[config.mk]
export PLATFORM = sky130hd
export DESIGN_NAME = pipeline_control_unit
export DESIGN_NICKNAME = d
export VERILOG_FILES = /design/src/rtl/cpu_ctrl_pkg.sv /design/src/rtl/exec_timer.sv /design/src/rtl/pipeline_control_unit.sv
export SDC_FILE = /design/constraint.sdc
export NUM_CORES = 1
export LEC_CHECK = 0
export ABC_CLOCK_PERIOD_IN_PS = 3800
export CAP_MARGIN = 20
export CORE_AREA = 2 2 55 57
export CTS_BUF_LIST = sky130_fd_sc_hd__clkbuf_8
export DETAILED_ROUTE_END_ITERATION = 16
export DIE_AREA = 0 0 57 59
export GPL_TIMING_DRIVEN = 0
export PLACE_DENSITY = 0.84
export REMOVE_ABC_BUFFERS = 1
export SYNTH_ARGS = -nofsm -noshare
export SYNTH_HDL_FRONTEND = slang
export SYNTH_SLANG_ARGS = --single-unit
export TNS_END_PERCENT = 1
[constraint.sdc]
create_clock -name clk -period 3.8 [get_ports clk]
set_input_delay 0.38 -clock clk [delete_from_list [all_inputs] [get_ports clk]]
set_output_delay 0.38 -clock clk [all_outputs]
set_load 0.01 [all_outputs]
[src/rtl/cpu_ctrl_pkg.sv]
// Shared definitions for the pipeline control unit: opcode constants, trap-cause
// encodings, FSM state enumeration and opcode classification helper.
package cpu_ctrl_pkg;

  localparam int unsigned OP_TRAP = 0;
  localparam int unsigned OP_MUL  = 7;
  localparam int unsigned OP_DIV  = 8;

  typedef enum logic [1:0] {
    CauseNone    = 2'd0,
    CauseTrapOp  = 2'd1,
    CauseDivZero = 2'd2,
    CauseMemViol = 2'd3
  } trap_cause_e;

  typedef enum logic [1:0] {
    StIdle,
    StRun,
    StExecWait,
    StTrap
  } state_e;

  // Opcodes that stay in execute for more than one cycle.
  function automatic logic is_multi_cycle(input logic [31:0] opc);
    return (opc == OP_MUL) || (opc == OP_DIV);
  endfunction

endpackage

[src/rtl/exec_timer.sv]
// Execute-stage residency down-counter.
// Ports:
//   clk      - clock, rising edge
//   reset    - synchronous active-low reset, clears the count
//   load     - load load_val into the counter
//   load_val - residency in cycles (1..15)
//   enable   - decrement by one (ignored while load is high)
//   done     - current cycle is the last residency cycle
module exec_timer (
  input  logic       clk,
  input  logic       reset,
  input  logic       load,
  input  logic [3:0] load_val,
  input  logic       enable,
  output logic       done
);

  logic [3:0] count_q;

  always_ff @(posedge clk) begin
    if (!reset) begin
      count_q <= '0;
    end else if (load) begin
      count_q <= load_val;
    end else if (enable && (count_q != 4'd0)) begin
      count_q <= count_q - 4'd1;
    end
  end

  // A count of 0 is treated as done so a stray enable can never wedge the FSM.
  assign done = (count_q <= 4'd1);

endmodule

[src/rtl/pipeline_control_unit.sv]
// Pipeline control unit: accepts one instruction at a time over a valid/ready
// handshake, walks it through STAGES one-hot stage enables, holds multi-cycle
// opcodes in execute for MC_CYCLES cycles, and traps on the trap opcode or
// execute-stage faults.
// Ports:
//   clk, reset          - clock and synchronous active-low reset
//   instr, instr_valid  - instruction offer; instr_ready accepts it
//   stall               - freeze the current stage
//   div_by_zero_flag,
//   mem_violation_flag  - execute-stage faults
//   trap_clear          - leave trap mode
//   stage_en            - one-hot stage enable, bit 0 = fetch
//   retire              - pulse when an instruction completes write-back
//   trap_mode_flag      - unit is in trap
//   trap_cause          - latched trap cause
module pipeline_control_unit
  import cpu_ctrl_pkg::*;
#(
  parameter int unsigned WIDTH     = 20,
  parameter int unsigned OPC_W     = 5,
  parameter int unsigned STAGES    = 4,
  parameter int unsigned MC_CYCLES = 3
) (
  input  logic              clk,
  input  logic              reset,
  input  logic [WIDTH-1:0]  instr,
  input  logic              instr_valid,
  output logic              instr_ready,
  input  logic              stall,
  input  logic              div_by_zero_flag,
  input  logic              mem_violation_flag,
  input  logic              trap_clear,
  output logic [STAGES-1:0] stage_en,
  output logic              retire,
  output logic              trap_mode_flag,
  output logic [1:0]        trap_cause
);

  localparam logic [2:0] DecIdx     = 3'd1;
  localparam logic [2:0] PreExecIdx = 3'(STAGES - 3);
  localparam logic [2:0] ExecIdx    = 3'(STAGES - 2);
  localparam logic [2:0] WbIdx      = 3'(STAGES - 1);
  localparam logic [STAGES-1:0] FetchEn = STAGES'(1);

  state_e            state_q;
  logic [2:0]        idx_q;
  logic [WIDTH-1:0]  instr_q;
  logic [STAGES-1:0] stage_en_q;
  logic              trap_q;
  trap_cause_e       cause_q;

  logic [31:0] opc32;
  logic        in_exec, fault, at_wb, multi;
  logic        timer_load, timer_en, timer_done;
  logic        unused_instr_bits;

  assign opc32   = 32'(instr_q[WIDTH-1 -: OPC_W]);
  assign multi   = is_multi_cycle(opc32);
  assign fault   = div_by_zero_flag | mem_violation_flag;
  assign in_exec = ((state_q == StRun) && (idx_q == ExecIdx)) || (state_q == StExecWait);
  assign at_wb   = (state_q == StRun) && (idx_q == WbIdx);

  // Only the opcode field steers control; the operand bits are carried but unused.
  assign unused_instr_bits = ^instr_q[WIDTH-OPC_W-1:0];

  assign timer_load = (state_q == StRun) && (idx_q == PreExecIdx) && !stall && multi;
  assign timer_en   = (state_q == StExecWait) && !stall && !fault;

  exec_timer u_exec_timer (
    .clk      (clk),
    .reset    (reset),
    .load     (timer_load),
    .load_val (4'(MC_CYCLES)),
    .enable   (timer_en),
    .done     (timer_done)
  );

  always_ff @(posedge clk) begin
    if (!reset) begin
      state_q    <= StIdle;
      idx_q      <= '0;
      instr_q    <= '0;
      stage_en_q <= '0;
      trap_q     <= 1'b0;
      cause_q    <= CauseNone;
    end else begin
      unique case (state_q)
        StIdle: begin
          if (instr_valid) begin
            instr_q    <= instr;
            state_q    <= StRun;
            idx_q      <= '0;
            stage_en_q <= FetchEn;
          end
        end
        StRun, StExecWait: begin
          if (in_exec && fault) begin
            // Faults override stall; mem violation wins when both are raised.
            state_q    <= StTrap;
            stage_en_q <= '0;
            trap_q     <= 1'b1;
            cause_q    <= mem_violation_flag ? CauseMemViol : CauseDivZero;
          end else if (stall) begin
            // Hold everything.
          end else if (state_q == StExecWait) begin
            if (timer_done) begin
              state_q    <= StRun;
              idx_q      <= WbIdx;
              stage_en_q <= stage_en_q << 1;
            end
          end else if (idx_q == WbIdx) begin
            // Back-to-back issue straight out of write-back.
            if (instr_valid) begin
              instr_q    <= instr;
              idx_q      <= '0;
              stage_en_q <= FetchEn;
            end else begin
              state_q    <= StIdle;
              idx_q      <= '0;
              stage_en_q <= '0;
            end
          end else if ((idx_q == DecIdx) && (opc32 == OP_TRAP)) begin
            state_q    <= StTrap;
            stage_en_q <= '0;
            trap_q     <= 1'b1;
            cause_q    <= CauseTrapOp;
          end else if (timer_load) begin
            state_q    <= StExecWait;
            idx_q      <= ExecIdx;
            stage_en_q <= stage_en_q << 1;
          end else begin
            idx_q      <= idx_q + 3'd1;
            stage_en_q <= stage_en_q << 1;
          end
        end
        StTrap: begin
          if (trap_clear) begin
            state_q <= StIdle;
            idx_q   <= '0;
            trap_q  <= 1'b0;
            cause_q <= CauseNone;
          end
        end
      endcase
    end
  end

  assign stage_en       = stage_en_q;
  assign trap_mode_flag = trap_q;
  assign trap_cause     = cause_q;
  // Retire and ready follow the live stall so a frozen write-back neither retires nor accepts.
  assign retire         = reset && at_wb && !stall;
  assign instr_ready    = (state_q == StIdle) || (at_wb && !stall);

endmodule

# Word-level counts from Yosys, hierarchy flattened
# Cells that the tools add are included.
# Widths: inputs -> output; s select.
dict set report word_totals {
  reg_bits 36
  latchBits 0
  ramBits 0
  rom_bits 0
  output_inout_bits 9
  elab_cells 119
  memories 0
}
dict set report op_classes {
  add_sub_neg 2
  n_mul 0
  n_div 0
  order_cmp 1
  eq_ne 23
  n_shift 0
  n_mux 52
  bitwise 2
  n_reduce_logical 31
}
# cell count
set ops {}
lappend ops {{$mux 20} 5}
lappend ops {{$pmux 20 s2} 1}
lappend ops {{$mux 2} 17}
lappend ops {{$logic_not 32->1} 1}
lappend ops {{$mux 4} 7}
lappend ops {{$mux 3} 9}
lappend ops {{$reduce_and 6->1} 3}
lappend ops {{$ne 3x3->1 const B} 5}
lappend ops {{$logic_and 1x1->1} 13}
lappend ops {{$ne 2x2->1 const B} 6}
lappend ops {{$pmux 3 s3} 1}
lappend ops {{$mux 1} 8}
lappend ops {{$ne 4x4->1 const B} 2}
lappend ops {{$pmux 4 s2} 1}
lappend ops {{$eq 3x2->1 const B} 2}
lappend ops {{$ne 6x6->1 const B} 1}
lappend ops {{$pmux 2 s3} 1}
lappend ops {{$reduce_bool 2->1} 3}
lappend ops {{$eq 5x3->1 const B} 1}
lappend ops {{$eq 5x4->1 const B} 1}
lappend ops {{$ne 5x5->1 const B} 1}
lappend ops {{$reduce_and 5->1} 1}
lappend ops {{$eq 2x2->1 const B} 2}
lappend ops {{$le 4x1->1 const B} 1}
lappend ops {{other kinds (14)} 18}

# Depth between registers and ports, before layout
dict set report depth {
  depth_word 11
  mapped_depth 8
  depth_no_buf 7
}

# By module
# Synthesis repeated with hierarchy kept, for this count alone.
dict set report unflattened {
  hier_cells 170
  area_unflattened_um2 1377.6
}
# mod n_inst cells_per_inst area_each_um2
set by_module_without_submodules {}
lappend by_module_without_submodules {pipeline_control_unit 1 134 1093.5}
lappend by_module_without_submodules {exec_timer 1 36 284.0}

# Least setup slack after synthesis
# OpenSTA, ideal clock, no wires.
dict set report synth_timing {
  path_type {register -> register}
  start {register state_q[0]}
  end {register stage_en_q[3] (netlist: stage_en[3])}
  arrival_ns 2.027
  required_ns 3.725
  path_slack_ns 1.698
  path_stages_with_launch 9
  synth_period_minus_slack_ns 2.102
  path_cell_list {dfxtp_1 -> inv_1 -> ha_1 -> clkbuf_1 -> nand2_1 -> a31oi_4 -> nor4_4 -> or3b_1 -> o22ai_1}
}
dict set report synth_between {
  elab_chain_cells 6
  word_cells_on_any_way 16
  cone_classes {eq/ne: 5; mux: 4; reduce/logical: 7}
}
# element line
set synth_lines {}
lappend synth_lines {{from (decl)} pipeline_control_unit.sv:45} ;# state_e state_q;
lappend synth_lines {{from (signal assigned)} pipeline_control_unit.sv:80} ;# state_q <= StIdle;
lappend synth_lines {{from (signal assigned)} pipeline_control_unit.sv:91} ;# state_q <= StRun;
lappend synth_lines {{from (signal assigned)} pipeline_control_unit.sv:99} ;# state_q <= StTrap;
lappend synth_lines {{$eq 2x1->1} {pipeline_control_unit.sv:60, pipeline_control_unit.sv:87}}
lappend synth_lines {{$logic_and 1x1->1} pipeline_control_unit.sv:60} ;# assign in_exec = ((state_q == StRun) && (idx_q == ExecIdx)) || (state_q == StExecWait);
lappend synth_lines {{$logic_or 1x1->1} pipeline_control_unit.sv:60}
lappend synth_lines {{$logic_and 1x1->1} pipeline_control_unit.sv:97} ;# if (in_exec && fault) begin
lappend synth_lines {{$ne 4x4->1 (no line), or another cell as far along} -}
lappend synth_lines {{$reduce_and 4->1 (no line) or $pmux 4 s2 (tied branches)} -}
lappend synth_lines {{to (signal assigned)} pipeline_control_unit.sv:93} ;# stage_en_q <= FetchEn;
lappend synth_lines {{to (signal assigned)} pipeline_control_unit.sv:109} ;# stage_en_q <= stage_en_q << 1;
lappend synth_lines {{to (signal assigned)} pipeline_control_unit.sv:116} ;# stage_en_q <= FetchEn;
lappend synth_lines {{to (decl)} pipeline_control_unit.sv:48} ;# logic [STAGES-1:0] stage_en_q;
# Several ways; a longest one is shown, not always the timed one. The select of a mux whose other input is x is not followed.
# A chain may end at the register's enable or synchronous reset.

# Worst setup path after layout
dict set report layout_timing {
  start {input reset}
  end {output retire}
}
dict set report layout_between {
  elab_chain_cells 2
}
# element line
set layout_lines {}
lappend layout_lines {{from (decl)} pipeline_control_unit.sv:25} ;# input logic reset,
lappend layout_lines {{$logic_and 1x1->1 (2 in series)} pipeline_control_unit.sv:152} ;# assign retire = reset && at_wb && !stall;
lappend layout_lines {{to (decl)} pipeline_control_unit.sv:34} ;# output logic retire,
# No other way between the ends.

==> flow_summary_export.csv <==
group,metric,value,unit
run_status,status,"finished clean",
timing,hold_ws,0.484,ns
clock_tree,cts_tree,"done",
worst_hold_path,hp-start,"trap_cause[0]",
detailed_routing,via_per_inst,6.11,
clock_tree,htreeDepth,1,
floorplan,die-width,57,um
pwr,power.density,482,nW/um^2
yosys,synth_edf_count,0,
clock_tree,post-cts-setup-buffers,0,
clock_tree,ctsHoldBuffers,0,
setup_path,crit_fanout,22,
setup_path,arrival,2.17,ns
yosys,synthesis.area,1430,sq um
detailed_routing,remaining_drc_errors,0,
finish,fin_nets,226,
placement,dp_hpwl,2600,um
setup_path,timing.rr.start,"state_q[0]",
detailed_routing,routed-via-count,1319,
finish,drive_gt1_share,7.03,%
pwr,internal_power,0.000495,W
global_routing,grt_pass1_vias,1343,
yosys,synth_cells,166,
floorplan,chipHeight,59,um
floorplan,top_level_ports,36,
pwr,total_leakage_power,0.604,nW
timing,tns,0,ns
yosys,netlist.area_leader.share,29.4,%
global_routing,antenna_found_initial,0,
setup_path,critPathLaunch,"reset",
timing,setup_viol,0,
finish,synthToLayoutAreaGrowth,17.6,%
timing,skew,0.00160,ns
clock_tree,cts.sinks,21,
timing,hold_viol,0,
setup_path,cp.required,3.42,ns
timing,slew_viol_final,0,
global_routing,track_usage,22.3,%
global_routing,grt_max_degree,23,
yosys,synth_area_leaders,"dfxtp_1, ha_1, nand2_1",
yosys,synth_cell_types,50,
placement,portBuffers,20,
yosys,yosys_warnings,0,
global_routing,grt_pass1_wl,5920,um
worst_hold_path,worstHoldPathType,"register to register",
clock_tree,cts_root_buf,"clkbuf_8",
setup_path,regToRegSetupSlack,1.34,ns
detailed_routing,drt-total-wl,3410,um
global_routing,grt_overflow_total,0,
yosys,yosysSeqAreaShare,29.4,%
detailed_routing,firstDrtPassIters,5,
clock_tree,clk_latency,0.27,ns
timing,period_minus_slack,2.55,ns
clock_tree,post_cts_resized,0,
setup_path,worstSetupEndpointType,"primary output",
yosys,synth_area_leader_cell,"dfxtp_1",
pwr,seq_power_share,36.3,%
pwr,swShare,38.9,%
detailed_routing,routedWlPerCell,15.8,um
setup_path,crit_type,"input pin to primary output",
finish,diodes,0,
setup_path,critPathLaunchType,"input pin",
placement,gp_congestion,1.00,
pwr,p_switching,0.000315,W
yosys,yosysMostFrequentCell,"dfxtp_1",
yosys,async_flop_share,0,%
floorplan,start_util,52.7,%
yosys,ys.flop_type,"dfxtp_1",
yosys,synth_seq_cells,21,
clock_tree,cts-buffers-inserted,3,
detailed_routing,drt_iter0_markers,43,
yosys,syn_avg_cell_area,8.61,sq um
floorplan,rows,19,
timing,max_freq,392,MHz
timing,finalCritPeriodShare,67.1,%
detailed_routing,final_antenna_net_count,0,
clock_tree,clk_pin_slew,0.08,ns
timing,relSlewSlack,48.0,%
timing,worstMarginPinSlew,0.778,ns
floorplan,fp.dieArea,3360,sq um
pwr,combinationalPowerShare,45.0,%
yosys,synthTopCellsByCount,"dfxtp_1, nand2_1, nor2_1",
pwr,ir_drop,0.349,mV
floorplan,core,2710,sq um
timing,rsz0062_at_grt,"no",
clock_tree,clockBufferDepth,2,
run,max_cap_viol_count,0,
pwr,clkPwrFrac,18.8,%
## state kept, by name (all words and copies together), names as in the netlist
name,flops
instr_q,5
trap_cause,2
idx_q,3
trap_mode_flag,1
stage_en,4
u_exec_timer.count_q,4
state_q,2
## cell type report
| class | count | area (sq um) |
|---|---|---|
| Fill cell | 254 | 1030 |
| Multi-Input combinational cell | 128 | 930 |
| Sequential cell | 21 | 420 |
| Timing Repair Buffer | 20 | 200 |
| Inverter | 12 | 45.0 |
| Clock buffer | 3 | 41.3 |
| Tap cell | 31 | 38.8 |
| Clock inverter | 1 | 5.00 |
## worst paths after layout
| path | endpoint | depth (start not counted) |
|---|---|---|
| setup / recovery | retire | 3 |
| hold / removal | trap_cause[0] | 2 |
| setup reg to reg | state_q[0] | 7 |
| hold reg to reg | trap_cause[0] | 2 |
## routing by layer
layer / share of wire, % / vias up / GRT usage [%]
met2: 50 / 44 / 40.4
met1: 42 / 626 / 26.3
met5: 0 / - / 0
met3: 5.4 / 10 / 3.71
li1: - / 639 / -
met4: 2.3 / 0 / 8.97
## placed cells by master, fill, tap and decap left out, types with 2 or more instances in the layout
cell type         n
dfxtp_1          21
nand2_1          20
clkdlybuf4s50_1  20
nor2_1           14
ha_1             13
inv_1            11
nand3_1           7
o21ai_0           7
nor2b_1           6
a21oi_1           6
nor3_1            4
nand2b_1          3
mux2i_1           3
o22ai_1           3
clkbuf_8          3
and3_1            2
o211ai_1          2
o21ai_1           2
nand4b_1          2
and4b_1           2
xor2_1            2
a31oi_1           2
a211oi_1          2
## logic make-up after synthesis
group	after synthesis	share of synthesized area (%)
compound gates	39	22.6
flops	21	29.4
buf+inv	17	5.52
mux	3	2.10
fa+ha+maj	13	11.4
xor+xnor	3	1.84
simple gates	70	27.1
## critical path, cell delays in order
cell	delay [ns]
clkdlybuf4s50_1	0.98
and3_1	0.27
clkdlybuf4s50_1	0.54
## stage by stage
stage	power, W	area [sq um]	setup slack, ns	instances	util [%]
global route	0.000865	1680	1.15	216	62.0
global placement	0.000639	1630	1.23	212	60.3
finish	0.000809	1680	1.25	216	62.0
CTS	0.000809	1680	1.24	216	62.0
detailed placement	0.000657	1630	1.11	212	60.3
floorplan	0.000535	1400	1.75	161	-
## power by group through the flow
stage               clock, W  combinational (W)  sequential [W]
global route        0.000164           0.000400        0.000301
detailed placement         0           0.000359        0.000298
CTS                 0.000153           0.000362        0.000293
global placement           0           0.000345        0.000294
floorplan                  0           0.000237        0.000299
finish              0.000152           0.000364        0.000293
No activity file was read; power rests on OpenSTA's default activity.
